File: config.mk
export PLATFORM = sky130hd
export DESIGN_NAME = array_ram_writer
export DESIGN_NICKNAME = d
export VERILOG_FILES = /design/src/rtl/array_ram_writer.sv
export SDC_FILE = /design/constraint.sdc
export NUM_CORES = 2
export LEC_CHECK = 0
export ABC_AREA = 1
export CAP_MARGIN = 20
export CORE_MARGIN = 2
export CORE_UTILIZATION = 45
export DETAILED_ROUTE_END_ITERATION = 10
export SETUP_SLACK_MARGIN = 0.1
export SLEW_MARGIN = 20
export SYNTH_ARGS = -nofsm -noshare
export SYNTH_HDL_FRONTEND = slang
export SYNTH_SLANG_ARGS = --single-unit
File: constraint.sdc
create_clock -name clk -period 11 [get_ports clk]
set_input_delay 3.3 -clock clk [delete_from_list [all_inputs] [get_ports clk]]
set_output_delay 3.3 -clock clk [all_outputs]
set_load 0.005 [all_outputs]
File: src/rtl/array_ram_writer.sv
// Shared result RAM: round-robin write arbitration over per-core 25-byte windows plus a registered read port.
// Optional macro ARRAY_RAM_RD_BYPASS_EN forwards a same-edge write to the read port (write-first).
module array_ram_writer #(
    parameter int NUM_PORTS = 8,
    parameter int WIN_SIZE  = 25,
    parameter int DEPTH     = 200,
    parameter int AW        = 8,
    parameter int DW        = 8
) (
    input  logic                    clk,
    input  logic                    rst_n,
    input  logic [NUM_PORTS-1:0]    wr_req,
    input  logic [NUM_PORTS*AW-1:0] wr_addr,
    input  logic [NUM_PORTS*DW-1:0] wr_data,
    output logic [NUM_PORTS-1:0]    wr_ack,
    output logic [NUM_PORTS-1:0]    wr_err,
    input  logic [AW-1:0]           rd_addr,
    output logic [DW-1:0]           rd_data,
    output logic [15:0]             wr_count
);
    localparam int ABS_W = $clog2(DEPTH) + 1;
    localparam int IW    = (DEPTH > 1) ? $clog2(DEPTH) : 1;
    localparam int PW    = (NUM_PORTS > 1) ? $clog2(NUM_PORTS) : 1;

    generate
        if (NUM_PORTS * WIN_SIZE > DEPTH) begin : g_depth_check
            $error("array_ram_writer: NUM_PORTS*WIN_SIZE exceeds DEPTH");
        end
    endgenerate

    logic [DW-1:0]        mem [DEPTH];
    logic [AW-1:0]        loc_addr [NUM_PORTS];
    logic [DW-1:0]        loc_data [NUM_PORTS];
    logic [NUM_PORTS-1:0] elig;
    logic [PW-1:0]        rr_ptr_q, rr_ptr_d;
    logic [PW-1:0]        scan_idx, gnt_idx;
    logic                 gnt_valid, gnt_err, mem_we;
    logic [DW-1:0]        gnt_data;
    logic [ABS_W-1:0]     wr_abs, rd_abs;
    logic [NUM_PORTS-1:0] wr_ack_q, wr_ack_d;
    logic [NUM_PORTS-1:0] wr_err_q, wr_err_d;
    logic [DW-1:0]        rd_data_q, rd_data_d;
    logic [15:0]          wr_count_q, wr_count_d;

    genvar gi;
    generate
        for (gi = 0; gi < NUM_PORTS; gi++) begin : g_port
            assign loc_addr[gi] = wr_addr[AW*gi +: AW];
            assign loc_data[gi] = wr_data[DW*gi +: DW];
            assign wr_ack_d[gi] = gnt_valid && (gnt_idx == PW'(gi));
            assign wr_err_d[gi] = wr_ack_d[gi] && gnt_err;
        end
    endgenerate

    // A core sitting in its ack cycle is not eligible, so it cannot be granted twice in a row.
    assign elig = wr_req & ~wr_ack_q;

    always_comb begin
        gnt_valid = 1'b0;
        gnt_idx   = '0;
        scan_idx  = '0;
        // Scan from farthest to nearest so the closest eligible port at or after rr_ptr wins.
        for (int k = NUM_PORTS - 1; k >= 0; k--) begin
            scan_idx = PW'((int'(rr_ptr_q) + k) % NUM_PORTS);
            if (elig[scan_idx]) begin
                gnt_valid = 1'b1;
                gnt_idx   = scan_idx;
            end
        end
    end

    always_comb begin
        gnt_err  = (int'(loc_addr[gnt_idx]) >= WIN_SIZE);
        gnt_data = loc_data[gnt_idx];
        wr_abs   = ABS_W'(WIN_SIZE * int'(gnt_idx)) + ABS_W'(loc_addr[gnt_idx]);
        mem_we   = gnt_valid && !gnt_err;

        rr_ptr_d = rr_ptr_q;
        if (gnt_valid) begin
            rr_ptr_d = (gnt_idx == PW'(NUM_PORTS - 1)) ? '0 : gnt_idx + 1'b1;
        end

        wr_count_d = wr_count_q;
        if (mem_we && (wr_count_q != 16'hFFFF)) begin
            wr_count_d = wr_count_q + 16'd1;
        end

        rd_abs    = ABS_W'(rd_addr);
        rd_data_d = '0;
        if (rd_abs < ABS_W'(DEPTH)) begin
            rd_data_d = mem[rd_abs[IW-1:0]];
        end
`ifdef ARRAY_RAM_RD_BYPASS_EN
        if (mem_we && (wr_abs == rd_abs)) begin
            rd_data_d = gnt_data;
        end
`endif
    end

    // RAM contents are deliberately untouched by reset; writes are only blocked while reset is held.
    always_ff @(posedge clk or negedge rst_n) begin
        if (!rst_n) begin
            rr_ptr_q   <= '0;
            wr_ack_q   <= '0;
            wr_err_q   <= '0;
            rd_data_q  <= '0;
            wr_count_q <= '0;
        end else begin
            rr_ptr_q   <= rr_ptr_d;
            wr_ack_q   <= wr_ack_d;
            wr_err_q   <= wr_err_d;
            rd_data_q  <= rd_data_d;
            wr_count_q <= wr_count_d;
            if (mem_we) begin
                mem[wr_abs[IW-1:0]] <= gnt_data;
            end
        end
    end

    assign wr_ack   = wr_ack_q;
    assign wr_err   = wr_err_q;
    assign rd_data  = rd_data_q;
    assign wr_count = wr_count_q;

endmodule

==> flow_metrics.tcl <==
set metrics [dict create \
    grt_pass1_wl_um 293000 \
    cp-start-kind "primary input" \
    status "completed" \
    maxCapViolCount 0 \
    grt_pass1_vias 44900 \
    route.vias.total 45700 \
    pre_cts_ws_ns 0.714 \
    synth_top_family_by_area "compound AO/OA/AOI/OAI gates" \
    fin_worst_skew_ns 0.0235 \
    slowest_delay_ns 1.05 \
    ys.warnings.count 0 \
    r2r_cells 31 \
    finalSetupViolations 0 \
    synth_edf_count 1600 \
    area_delta_synth_final_pct 13.6 \
    tns_ns 0 \
    wirelength_um 198000 \
    ys_ff_latch 1643 \
    setup_ws_ns 1.41 \
    wl_per_cell_um 26.0 \
    gp_congestion 0.888 \
    cpMaxStageDelayCell "nor3_1" \
    grtUsageTotal_pct 25.6 \
    root_buffer "clkbuf_16" \
    antenna_found_initial 3 \
    route.detailed.drc 0 \
    clkTransAtPathRegs_ns 0.06 \
    dpl.hpwl_um 114000 \
    hp-start "wr_count[2]" \
    synth_compound_area_share_pct 13.2 \
    yosysSeqAreaShare_pct 72.8 \
    crit_top_cell "nand2_1" \
    synth_cell_type_count 53 \
    synth_flop_cell "edfxtp_1" \
    clk_latency_ns 0.80 \
    syn_area_mm2 0.0674 \
    syn_nets 5632 \
    cp_data_arrival_time_ns 10.00 \
    io_pins 186 \
    grt_max_degree 215 \
    cts_sinks 1643 \
    synth-simple-area-share_pct 10.2 \
    synth_common_cells "1600 x edfxtp_1, 1155 x nor2_1, 969 x o21ai_0" \
    grt_setup_unrepaired "false" \
    endpoint_kind "flip-flop" \
    avgSynthCellArea_um2 12.3 \
    r2r_start "rr_ptr_q[0]" \
    async_reset_ff_share_pct 2.62 \
    overflow 0 \
    fin_crit_sh_pct 87.2 \
    core-area_mm2 0.149 \
    dr.pass1.iters 6 \
    yosysTopAreaCell "edfxtp_1" \
    cp_max_fo 29 \
    synth_xor_area_share_pct 0.280 \
    vias_per_cell 6.01 \
    worstHoldPathCells 2 \
    holdBufCountCts 0 \
    synth_fa_ha_area_share_pct 0.486 \
    die_area_mm2 0.153 \
    die_w_um 391 \
    worst_pin_slew_ns 1.12 \
    hp-class "reg -> reg" \
    start_util_pct 45.2 \
    fmax_mhz 104 \
    period_needed_ns 9.59 \
    worstPathRequired_ns 11.41 \
    die_h_um 391 \
    yosysTopAreaCellShare_pct 71.2 \
    hold_viol_final 0 \
    max_slew_margin_pct 25.2 \
    clockBufferDepth 3 \
    cts_buffers 165 \
    postCtsSetupBuffers 0 \
    synth_area_leaders "edfxtp_1 71%, o21ai_0 7.2%, nor2_1 6.4%, o22ai_1 2.7%, clkbuf_1 1.9%" \
    drt_iter0_markers 5913 \
    cts_tree "yes" \
    drv_slew 0 \
    synthMuxAreaShare_pct 0 \
    nets 5695 \
    antenna_left 0 \
    setup.worst_path.start "wr_req[5]" \
    drive_above_1_share_pct 7.26 \
    syn_inst 5461 \
    htree_levels 4 \
    synth.most_common_cell "edfxtp_1" \
    cts_resized 0 \
    io_buffers 185 \
    rows 142 \
    crit_type "in -> reg" \
]
[routing by layer]
| layer | vias up | wire length [um] | global-route usage, % | part of all wire (%) |
|---|---|---|---|---|
| met5 | - | 18 | 0 | 0.0091 |
| met4 | 4 | 6970 | 9.34 | 3.5 |
| met3 | 392 | 15600 | 4.28 | 7.9 |
| met2 | 2061 | 93300 | 41.0 | 47 |
| met1 | 22900 | 81900 | 35.4 | 41 |
| li1 | 20400 | - | - | - |
[cell families after synthesis]
| group | after synthesis |
|---|---|
| AOI/OAI and AO/OA | 1552 |
| buffers and inverters | 507 |
| xor gates and xnor gates | 19 |
| adders and majority gates | 25 |
| DFF | 1643 |
| and+or+nand+nor | 1715 |
[path summary, 6_finish.rpt]
kind	end	slack, ns
worst max-delay path	mem[132][0]	1.41
worst min-delay path	wr_count[2]	0.53
worst max register to register	mem[132][0]	2.97
worst min register to register	wr_count[2]	0.53
max in group asynchronous	wr_err[1]	7.92
min in group asynchronous	wr_count[5]	2.62
[cell usage in the layout, fill, tap and decap left out, types with 12 or more instances in the layout]
master           Yosys  layout
o21ai_0            969     969
bufinv_16            0      15
o22ai_1            292     292
a21oi_1             47      47
nor3_1              41      39
o221ai_1           146     146
inv_1               92      89
nand2_1            332     331
nor2_1            1155    1153
nand3_1            148     148
clkdlybuf4s50_1      0     178
buf_12               0      18
clkbuf_16            0     170
clkbuf_1           345      39
clkinv_2             0      36
ha_1                23      23
dfrtp_1             43      43
clkinv_1             2      28
o211ai_1            29      29
a31oi_1             15      15
buf_4                4      97
edfxtp_1          1600    1600
o21ai_1             14      14
xor2_1              12      12
[layout make-up]
type	count	area (um^2)
Clock inverter	89	861
Fill cell	12800	72700
Timing Repair Buffer	300	2940
Inverter	103	408
Antenna cell	1	2.50
Multi-Input combinational cell	3311	16400
Clock buffer	214	4470
Sequential cell	1643	49100
Tap cell	1944	2430
[critical path: cells and delay by family]
kind,cells,cell delay [ns]
buf+inv,5,1.04
compound gates,4,0.62
xor+xnor,2,0.68
fa+ha+maj,3,0.75
simple gates,17,3.57
[sequential cells by signal, summed over array words and instances (netlist names)]
register,count
rr_ptr_q,3
wr_err,8
wr_ack,8
mem,1600
wr_count,16
rd_data,8
[per-stage QoR]
stage / hold WS (ns) / area [um^2] / util, % / instances
global route: 0.575 / 76600 / 51.3 / 7604
CTS: 0.536 / 76600 / 51.3 / 7603
detailed placement: 0.521 / 71200 / 47.7 / 7300
finish: 0.533 / 76600 / 51.3 / 7605
global placement: 0.513 / 71200 / 47.7 / 7300
floorplan: 0.503 / 67500 / - / 5461
Power is not shown: default switching activity piles up to over one toggle a cycle in this logic, so the estimate is an artifact.
